==> src/rtl/posit_add_issue.sv <==
// posit_add_issue: in-order request FIFO plus registered response slot around PositAdd.
// Define POSIT_ADD_ISSUE_STATS_EN to add the stat_ops / stat_nar retire counters.
module posit_add_issue #(
  parameter int DEPTH = 4,
  parameter int TAG_W = 4
) (
  input  logic             clock,
  input  logic             reset,
  input  logic             req_valid,
  output logic             req_ready,
  input  logic [15:0]      req_num1,
  input  logic [15:0]      req_num2,
  input  logic             req_sub,
  input  logic [TAG_W-1:0] req_tag,
  output logic [15:0]      add_num1,
  output logic [15:0]      add_num2,
  output logic             add_sub,
  input  logic [15:0]      add_out,
  input  logic             add_isZero,
  input  logic             add_isNaR,
  output logic             rsp_valid,
  input  logic             rsp_ready,
  output logic [15:0]      rsp_out,
  output logic             rsp_isZero,
  output logic             rsp_isNaR,
  output logic [TAG_W-1:0] rsp_tag,
`ifdef POSIT_ADD_ISSUE_STATS_EN
  output logic [31:0]      stat_ops,
  output logic [15:0]      stat_nar,
  output logic [$clog2(DEPTH):0] fifo_count
`else
  output logic [$clog2(DEPTH):0] fifo_count
`endif
);

  localparam int AW = $clog2(DEPTH);
  localparam int CW = AW + 1;

  typedef struct packed {
    logic [15:0]      num1;
    logic [15:0]      num2;
    logic             sub;
    logic [TAG_W-1:0] tag;
  } entry_t;

  entry_t           r_mem [DEPTH];
  logic [AW-1:0]    r_wptr;
  logic [AW-1:0]    r_rptr;
  logic [CW-1:0]    r_count;
  logic             r_rsp_valid;
  logic [15:0]      r_rsp_out;
  logic             r_rsp_zero;
  logic             r_rsp_nar;
  logic [TAG_W-1:0] r_rsp_tag;

  entry_t w_head;
  entry_t w_wdata;
  logic   w_full;
  logic   w_empty;
  logic   w_push;
  logic   w_pop;

  assign w_full  = (r_count == CW'(DEPTH));
  assign w_empty = (r_count == '0);
  assign w_push  = req_valid && !w_full;
  assign w_pop   = !w_empty && (!r_rsp_valid || rsp_ready);
  assign w_head  = r_mem[r_rptr];
  assign w_wdata = {req_num1, req_num2, req_sub, req_tag};

  // Storage needs no reset: the pointers decide what is live.
  always_ff @(posedge clock) begin
    if (w_push) begin
      r_mem[r_wptr] <= w_wdata;
    end
  end

  always_ff @(posedge clock) begin
    if (!reset) begin
      r_wptr  <= '0;
      r_rptr  <= '0;
      r_count <= '0;
    end else begin
      if (w_push) begin
        r_wptr <= r_wptr + AW'(1);
      end
      if (w_pop) begin
        r_rptr <= r_rptr + AW'(1);
      end
      unique case (1'b1)
        (w_push && !w_pop): r_count <= r_count + CW'(1);
        (w_pop && !w_push): r_count <= r_count - CW'(1);
        default:            r_count <= r_count;
      endcase
    end
  end

  always_ff @(posedge clock) begin
    if (!reset) begin
      r_rsp_valid <= 1'b0;
      r_rsp_out   <= '0;
      r_rsp_zero  <= 1'b0;
      r_rsp_nar   <= 1'b0;
      r_rsp_tag   <= '0;
    end else if (w_pop) begin
      r_rsp_valid <= 1'b1;
      r_rsp_out   <= add_out;
      r_rsp_zero  <= add_isZero;
      r_rsp_nar   <= add_isNaR;
      r_rsp_tag   <= w_head.tag;
    end else if (rsp_ready) begin
      r_rsp_valid <= 1'b0;
    end
  end

`ifdef POSIT_ADD_ISSUE_STATS_EN
  logic [31:0] r_ops;
  logic [15:0] r_nar;

  always_ff @(posedge clock) begin
    if (!reset) begin
      r_ops <= '0;
      r_nar <= '0;
    end else if (w_pop) begin
      r_ops <= r_ops + 32'd1;
      if (add_isNaR) begin
        r_nar <= r_nar + 16'd1;
      end
    end
  end

  assign stat_ops = r_ops;
  assign stat_nar = r_nar;
`endif

  assign req_ready  = !w_full;
  assign add_num1   = w_empty ? 16'h0000 : w_head.num1;
  assign add_num2   = w_empty ? 16'h0000 : w_head.num2;
  assign add_sub    = w_empty ? 1'b0 : w_head.sub;
  assign rsp_valid  = r_rsp_valid;
  assign rsp_out    = r_rsp_out;
  assign rsp_isZero = r_rsp_zero;
  assign rsp_isNaR  = r_rsp_nar;
  assign rsp_tag    = r_rsp_tag;
  assign fifo_count = r_count;

endmodule

==> config.mk <==
export PLATFORM = sky130hd
export DESIGN_NAME = posit_add_issue
export DESIGN_NICKNAME = d
export VERILOG_FILES = /design/src/rtl/posit_add_issue.sv
export SDC_FILE = /design/constraint.sdc
export NUM_CORES = 1
export LEC_CHECK = 0
export ABC_CLOCK_PERIOD_IN_PS = 4700
export BUFFER_PORTS_ARGS = -buffer_cell sky130_fd_sc_hd__buf_4
export CAP_MARGIN = 25
export CORE_ASPECT_RATIO = 2
export CORE_MARGIN = 3
export CORE_UTILIZATION = 39
export DETAILED_ROUTE_END_ITERATION = 8
export PLACE_DENSITY = 0.7
export SLEW_MARGIN = 10
export SYNTH_ARGS = -nofsm -noshare
export SYNTH_HDL_FRONTEND = slang
export SYNTH_SLANG_ARGS = --single-unit
==> constraint.sdc <==
create_clock -name clock -period 4.7 [get_ports clock]
set_input_delay 0.705 -clock clock [delete_from_list [all_inputs] [get_ports clock]]
set_output_delay 0.705 -clock clock [all_outputs]
set_load 0.01 [all_outputs]
After elaboration in Yosys (flattened, before gate mapping) --
Memories as Yosys holds them, arrays and structs flattened. A register that Yosys moved wholly into a read port is not among the register bits. Index checks and enable logic that the tools add are counted.
Operators by class: add/sub/neg operators 4, equal/unequal tests 1, mux-type cells 10, reductions and logical operators 13
Operator list (count):
- 16-bit 2-to-1 mux | 2
- 3-bit case mux with 2 select lines | 1
- 1-bit zero test | 5
- 1-bit 2-to-1 mux | 5
- 2-bit by 1-bit adder with 2-bit output, second input constant | 2
- 1-bit logical AND | 4
- 2-bit 2-to-1 mux | 2
- 2-bit nonzero test | 2
- 3-bit by 1-bit adder with 3-bit output, second input constant | 1
- 3-bit equality test, second input constant | 1
- 3-bit zero test | 1
- 3-bit by 1-bit subtractor with 3-bit output, second input constant | 1
- 1-bit logical OR | 1
Word-level totals: bits in registers 30, bits in writable memories 148, output and inout port bits 60, memories kept 1
Memory list:
- r_mem | words 4, width 37, rd ports 1, clocked after memory_dff 1, wr ports 1, line 46 | entry_t r_mem [DEPTH];

Longest topological paths before layout --
Gate-level depths: netlist of run 1.
depth in word-level cells 6, mapped depth 9, depth with buffers taken out 8

Worst setup path before layout of run 1 --
OpenSTA, ideal clock, no wires.
kind input port to flip-flop, start in rsp_ready, end reg r_count[2] (netlist: fifo_count[2]), setup time 0.070 ns, arrival 2.359 ns, data required time 4.630 ns, slack 2.271 ns, cell stages on the path 9, path buffers 1, cells stage by stage nor2b_1 clkbuf_1 nor2_1 ha_1 inv_1 fa_1 xor2_1 or3_1 a21oi_1
Between the ends: longest elaborated chain between the ends 5, elaborated cells on any way between the ends 7, classes of those cells mux: 1; reduce/logical: 6
RTL lines:
- from (decl) | line 22 | input logic rsp_ready,
- 1-bit logical OR * | line 66 | assign w_pop = !w_empty && (!r_rsp_valid || rsp_ready);
- 1-bit logical AND * | line 66
- named net w_pop | line 61 | logic w_pop;
- 1-bit zero test | line 90 | (w_push && !w_pop): r_count <= r_count + CW'(1);
- 1-bit logical AND | line 90
- 3-bit case mux with 2 select lines / 2-bit nonzero test (equally long branches)
- to (signal assigned) | line 90
- to (signal assigned) | line 91 | (w_pop && !w_push): r_count <= r_count - CW'(1);
- to (signal assigned) | line 92 | default: r_count <= r_count;
- to (decl) | line 49 | logic [CW-1:0] r_count;
Mark *: on every way through the listed nets, which the timed path passes. The rest lies on a longest branch. A chain may end at the register's enable or synchronous reset.

==> flow_summary.toml, run 1 <==
[floorplan]
die_w_um = 100
start_util = 0.400
die_y_um = 195
num_rows = 68
fp.coreArea_sq_um = 17400
die_area_sq_um = 19600
io_pins = 119

[synthesis]
yosys-top-cells-count = "edfxtp_1, and2_1, dfxtp_1, mux4_2, a21oi_1"
postSynthAreaPerCell_sq_um = 18.1
ys_top_cells_by_area = "edfxtp_1, mux4_2, dfxtp_1"
synth_largest_area_cell = "edfxtp_1"
synth_most_common_cell = "edfxtp_1"
synth_flop_cell = "edfxtp_1"
yosysTopAreaCellShare = 0.640
synth_nets = 449
seq_area_frac_synth = 0.732
synth-edff-count = 148
synthArstFlopShare = 0
yosys_warnings = 0
synth_cells = 384
netlist_area_sq_um = 6950
ys_ff_latch = 180
ys_types = 33

[drt]
firstDrtPassIters = 4
ant_nets = 0
viasPerCell = 5.18
dr.first_iter.drc_count = 154
wl_per_cell_um = 19.1
drc = 0
wl_um = 13900
vias = 3763

[grt]
overflow = 0
grt_first_pass_wirelength_um = 21500
grt_pass1_vias = 4024
track_usage = 0.146
antenna_found_initial = 0
grt_max_degree = 53

[worst_setup_path]
cp_cell_sequence = "buf_4, mux4_2, and2_1, buf_4"
critical_path.max_fanout = 24
critical-path-top-delay-family = "flip-flops"
critPathKind = "register to output port"
cp_slowest_stage_delay_ns = 0.91
crit_required_ns = 3.99
cp.arrival_ns = 2.66
cp_num_buf_inv = 2
end_kind = "output port"
startpoint_type = "register"
path_common_cell = "buf_4"
slowest_stage = "dfxtp_2"

[clock_tree]
holdBufCountCts = 0
clockBufferDepth = 2
cts_buffers = 17
path_clk_slew_ns = 0.07
clk_latency_ns = 0.41
ctsRootBufferMaster = "clkbuf_16"
cts.sinks = 180
cts_tree = "built"
cts_resized = 0
cts_setup_buffers = 0
cts_htree_levels = 4

[power]
power.net_switching_w = 0.00150
clockPowerShare = 0.283
p_int_w = 0.00364
combPwrFrac = 0.303
vdd_drop_max_mv = 0.246
leakage_nw = 3.11
swShare = 0.291
power_frac_seq = 0.414
p_per_area_nw_per_um2 = 592

[sta]
min_period_over_period = 0.715
finalHoldViolations = 0
setup_viol = 0
maxSlewHeadroom = 0.324
rsz0062_at_grt = "no"
tightest_slew_ns = 1.01
max_freq_mhz = 297
final_max_slew_viol_count = 0
clock-skew-final_ns = 0.00965
setup_tns_ns = 0
min_period_ns = 3.36

[layout]
stdcell_area_sq_um = 8670
diodes = 0
area_growth_pct = 24.8
final_nets = 568
drive_gt1_frac = 0.376

[placement]
place_area_sq_um = 7970
hpwl_um = 8860
io_buffers = 118
gp_congestion = 0.733

[hold_path]
hp-class = "register to register"

[status]
status = "completed"

[job]
max-cap-violations = 0
-- power groups by stage --
| stage | clock network (W) | logic (W) | registers [W] |
|---|---|---|---|
| floorplan | 0 | 0.00101 | 0.00209 |
| global placement | 0 | 0.00154 | 0.00215 |
| detailed placement | 0 | 0.00158 | 0.00217 |
| CTS | 0.00149 | 0.00158 | 0.00213 |
| global route | 0.00155 | 0.00170 | 0.00216 |
| finish | 0.00145 | 0.00155 | 0.00212 |
-- worst min-delay path: stages, from the launching register on --
cell       delay (ns)
dfxtp_1          0.32
nand2_1          0.05
o2bb2ai_1        0.06
-- routing by layer --
layer / track usage / vias up / part of all wire
li1: - / 1735 / -
met1: 0.159 / 1921 / 0.37
met5: 0 / - / 0
met4: 0.0620 / 0 / 0.019
met3: 0.0316 / 13 / 0.042
met2: 0.266 / 94 / 0.57
-- flip-flops by register name (all words and copies together) (netlist names), named ones only --
signal	flops
rsp_isZero	1
rsp_out	16
r_wptr	2
rsp_tag	4
rsp_isNaR	1
fifo_count	3
rsp_valid	1
r_mem	148
r_rptr	2
-- cell type report --
| type | instances | area (sq um) |
|---|---|---|
| Clock buffer | 25 | 593 |
| Clock inverter | 7 | 47.5 |
| Fill cell | 1468 | 8680 |
| Inverter | 6 | 22.5 |
| Multi-Input combinational cell | 174 | 1690 |
| Sequential cell | 180 | 5090 |
| Tap cell | 210 | 263 |
| Timing Repair Buffer | 124 | 968 |
-- placed cells by master, fill, tap and decap left out, drive strengths merged --
| master | count |
|---|---|
| fa | 1 |
| nand3 | 21 |
| mux4 | 37 |
| ha | 5 |
| a21o | 2 |
| clkinv | 2 |
| nor2 | 4 |
| o21ai | 20 |
| mux2i | 1 |
| nor2b | 1 |
| buf | 124 |
| or3 | 3 |
| and3 | 4 |
| nand2 | 6 |
| dfxtp | 32 |
| and2 | 33 |
| nand2b | 2 |
| xor2 | 2 |
| nor3 | 2 |
| clkbuf | 25 |
| edfxtp | 148 |
| or3b | 1 |
| a21oi | 25 |
| o2bb2ai | 4 |
| inv | 11 |
-- cell families after synthesis --
| family | share of synthesized area |
|---|---|
| muxes | 0.125 |
| AOI/OAI and AO/OA | 0.0402 |
| buffers and inverters | 0.0258 |
| xor gates and xnor gates | 0.00252 |
| and+or+nand+nor | 0.0627 |
| adders and majority gates | 0.0119 |
| DFF | 0.732 |
-- final timing paths --
check                   to     startpoint  cells after the start  slack [ns]
min reg2reg     rsp_tag[2]     rsp_tag[2]                      2        0.47
max reg2reg  fifo_count[2]  fifo_count[2]                      8        2.32
min             rsp_tag[2]     rsp_tag[2]                      2        0.47
max            add_num1[8]       register                      4        1.34
-- metrics by stage --
stage	power, W	instances	worst slack, ns	hold slack (ns)	utilization
detailed placement	0.00374	691	1.74	0.462	0.459
CTS	0.00520	723	1.28	0.471	0.496
global route	0.00540	726	1.15	0.471	0.500
floorplan	0.00310	384	2.27	0.449	-
finish	0.00513	726	1.34	0.469	0.500
global placement	0.00369	691	1.77	0.459	0.459
Power figures use the tool's default switching activity.
==> run 2: changes to the inputs <==
--- a/config.mk
+++ b/config.mk
@@ -5,14 +5,14 @@
 export SDC_FILE = /design/constraint.sdc
 export NUM_CORES = 1
 export LEC_CHECK = 0
-export ABC_CLOCK_PERIOD_IN_PS = 4700
+export ABC_CLOCK_PERIOD_IN_PS = 3000
 export BUFFER_PORTS_ARGS = -buffer_cell sky130_fd_sc_hd__buf_4
 export CAP_MARGIN = 25
 export CORE_ASPECT_RATIO = 2
 export CORE_MARGIN = 3
 export CORE_UTILIZATION = 39
 export DETAILED_ROUTE_END_ITERATION = 8
-export PLACE_DENSITY = 0.7
+export PLACE_DENSITY = 0.72
 export SLEW_MARGIN = 10
 export SYNTH_ARGS = -nofsm -noshare
 export SYNTH_HDL_FRONTEND = slang
==> constraint.sdc (replaced) <==
create_clock -name clock -period 3 [get_ports clock]
set_input_delay 0.45 -clock clock [delete_from_list [all_inputs] [get_ports clock]]
set_output_delay 0.45 -clock clock [all_outputs]
set_load 0.01 [all_outputs]
==> flow_summary.toml, run 2 (same netlist as run 1, synthesis figures left out) <==
[layout]
final_core_util = 0.498
final_nets = 573
area_growth_pct = 24.4
diodes = 0
final_cell_mix = "edfxtp_1, buf_4, and2_1, mux4_2, dfxtp_1"
final_common_cell = "edfxtp_1"
top_register = "r_mem"
drive_gt1_frac = 0.386
stdcell_area_sq_um = 8640
largest_reg_flops = 148

[drt]
firstDrtPassIters = 4
ant_nets = 0
wl_per_cell_um = 19.6
dr.first_iter.drc_count = 167
vias = 3789
drc = 0
viasPerCell = 5.18
wl_um = 14300

[clock_tree]
clockBufferDepth = 2
cts_resized = 0
holdBufCountCts = 0
cts_buffers = 17
cts_htree_levels = 4
path_clk_slew_ns = 0.07
cts_tree = "built"
cts_setup_buffers = 0
ctsRootBufferMaster = "clkbuf_16"
clk_latency_ns = 0.42
cts.sinks = 180

[placement]
place_area_sq_um = 8060
hpwl_um = 9210
gp_congestion = 0.751
io_buffers = 118
place_ws_ns = 0.625

[grt]
overflow = 0
grt_max_degree = 53
grt_pass1_vias = 4155
antenna_found_initial = 0
grt_first_pass_wirelength_um = 22400
track_usage = 0.153

[sta]
min_period_over_period = 0.882
max_freq_mhz = 378
setup_tns_ns = 0
tightest_slew_ns = 0.928
worst_hold_slack_ns = 0.224
min_period_ns = 2.65
final_max_slew_viol_count = 0
finalHoldViolations = 0
setup_viol = 0
rsz0062_at_grt = "no"
maxSlewHeadroom = 0.382
clock-skew-final_ns = 0.00967
worst_slack_ns = 0.353

[worst_setup_path]
cp_num_buf_inv = 1
crit_start = "fifo_count[2]"
cp.arrival_ns = 2.20
end_kind = "output port"
critical-path-top-delay-family = "simple AND/OR/NAND/NOR gates"
crit_required_ns = 2.55
slowest_stage = "or3_2"
cp_slowest_stage_delay_ns = 0.91
startpoint_type = "register"
cp_cell_sequence = "or3_2, and2_1, buf_4"
rr_startpoint = "fifo_count[2]"
critical_path.max_fanout = 52
critPathKind = "register to output port"

[job]
max-cap-violations = 0

[floorplan]
io_pins = 119
die_y_um = 195
die_area_sq_um = 19600
fp.coreArea_sq_um = 17400
start_util = 0.400
num_rows = 68
die_w_um = 100

[status]
status = "completed"

[power]
vdd_drop_max_mv = 0.445
leakage_nw = 3.10
p_per_area_nw_per_um2 = 926

[hold_path]
min_from = "req_tag[2]"
hp-class = "input pin to register"
run 2: metrics by stage:
step                power (W)  std cells
CTS                   0.00814        731
finish                0.00800        731
detailed placement    0.00593        699
floorplan             0.00486        384
global placement      0.00584        699
global route          0.00843        731
run 2: per-layer routing:
metal	vias up	global-route usage	part of all wire
li1	1748	-	-
met1	1932	0.162	0.36
met2	97	0.284	0.58
met3	12	0.0366	0.045
met4	0	0.0600	0.017
met5	-	0	0
run 2: report_power, final:
part	internal (W)	switching (W)
Sequential	0.00306	0.000158
Combinational	0.00129	0.00131
Clock	0.00118	0.00100
Total	0.00553	0.00247
run 2: area by class of cell:
cell class,instances,area (sq um)
clock buffers,17,425
flip-flops and latches,180,5090
multi-input cells,174,1690
well taps,210,263
fillers,1479,8710
inverters,6,22.5
clock inverters,15,160
repair buffers,129,993
run 2: final timing paths:
check	endpoint	slack (ns)	cells after the start
setup / recovery	add_num2[13]	0.35	3
hold / removal	r_mem[2][2]	0.22	1
setup reg to reg	fifo_count[2]	0.58	8
hold reg to reg	rsp_tag[0]	0.47	2
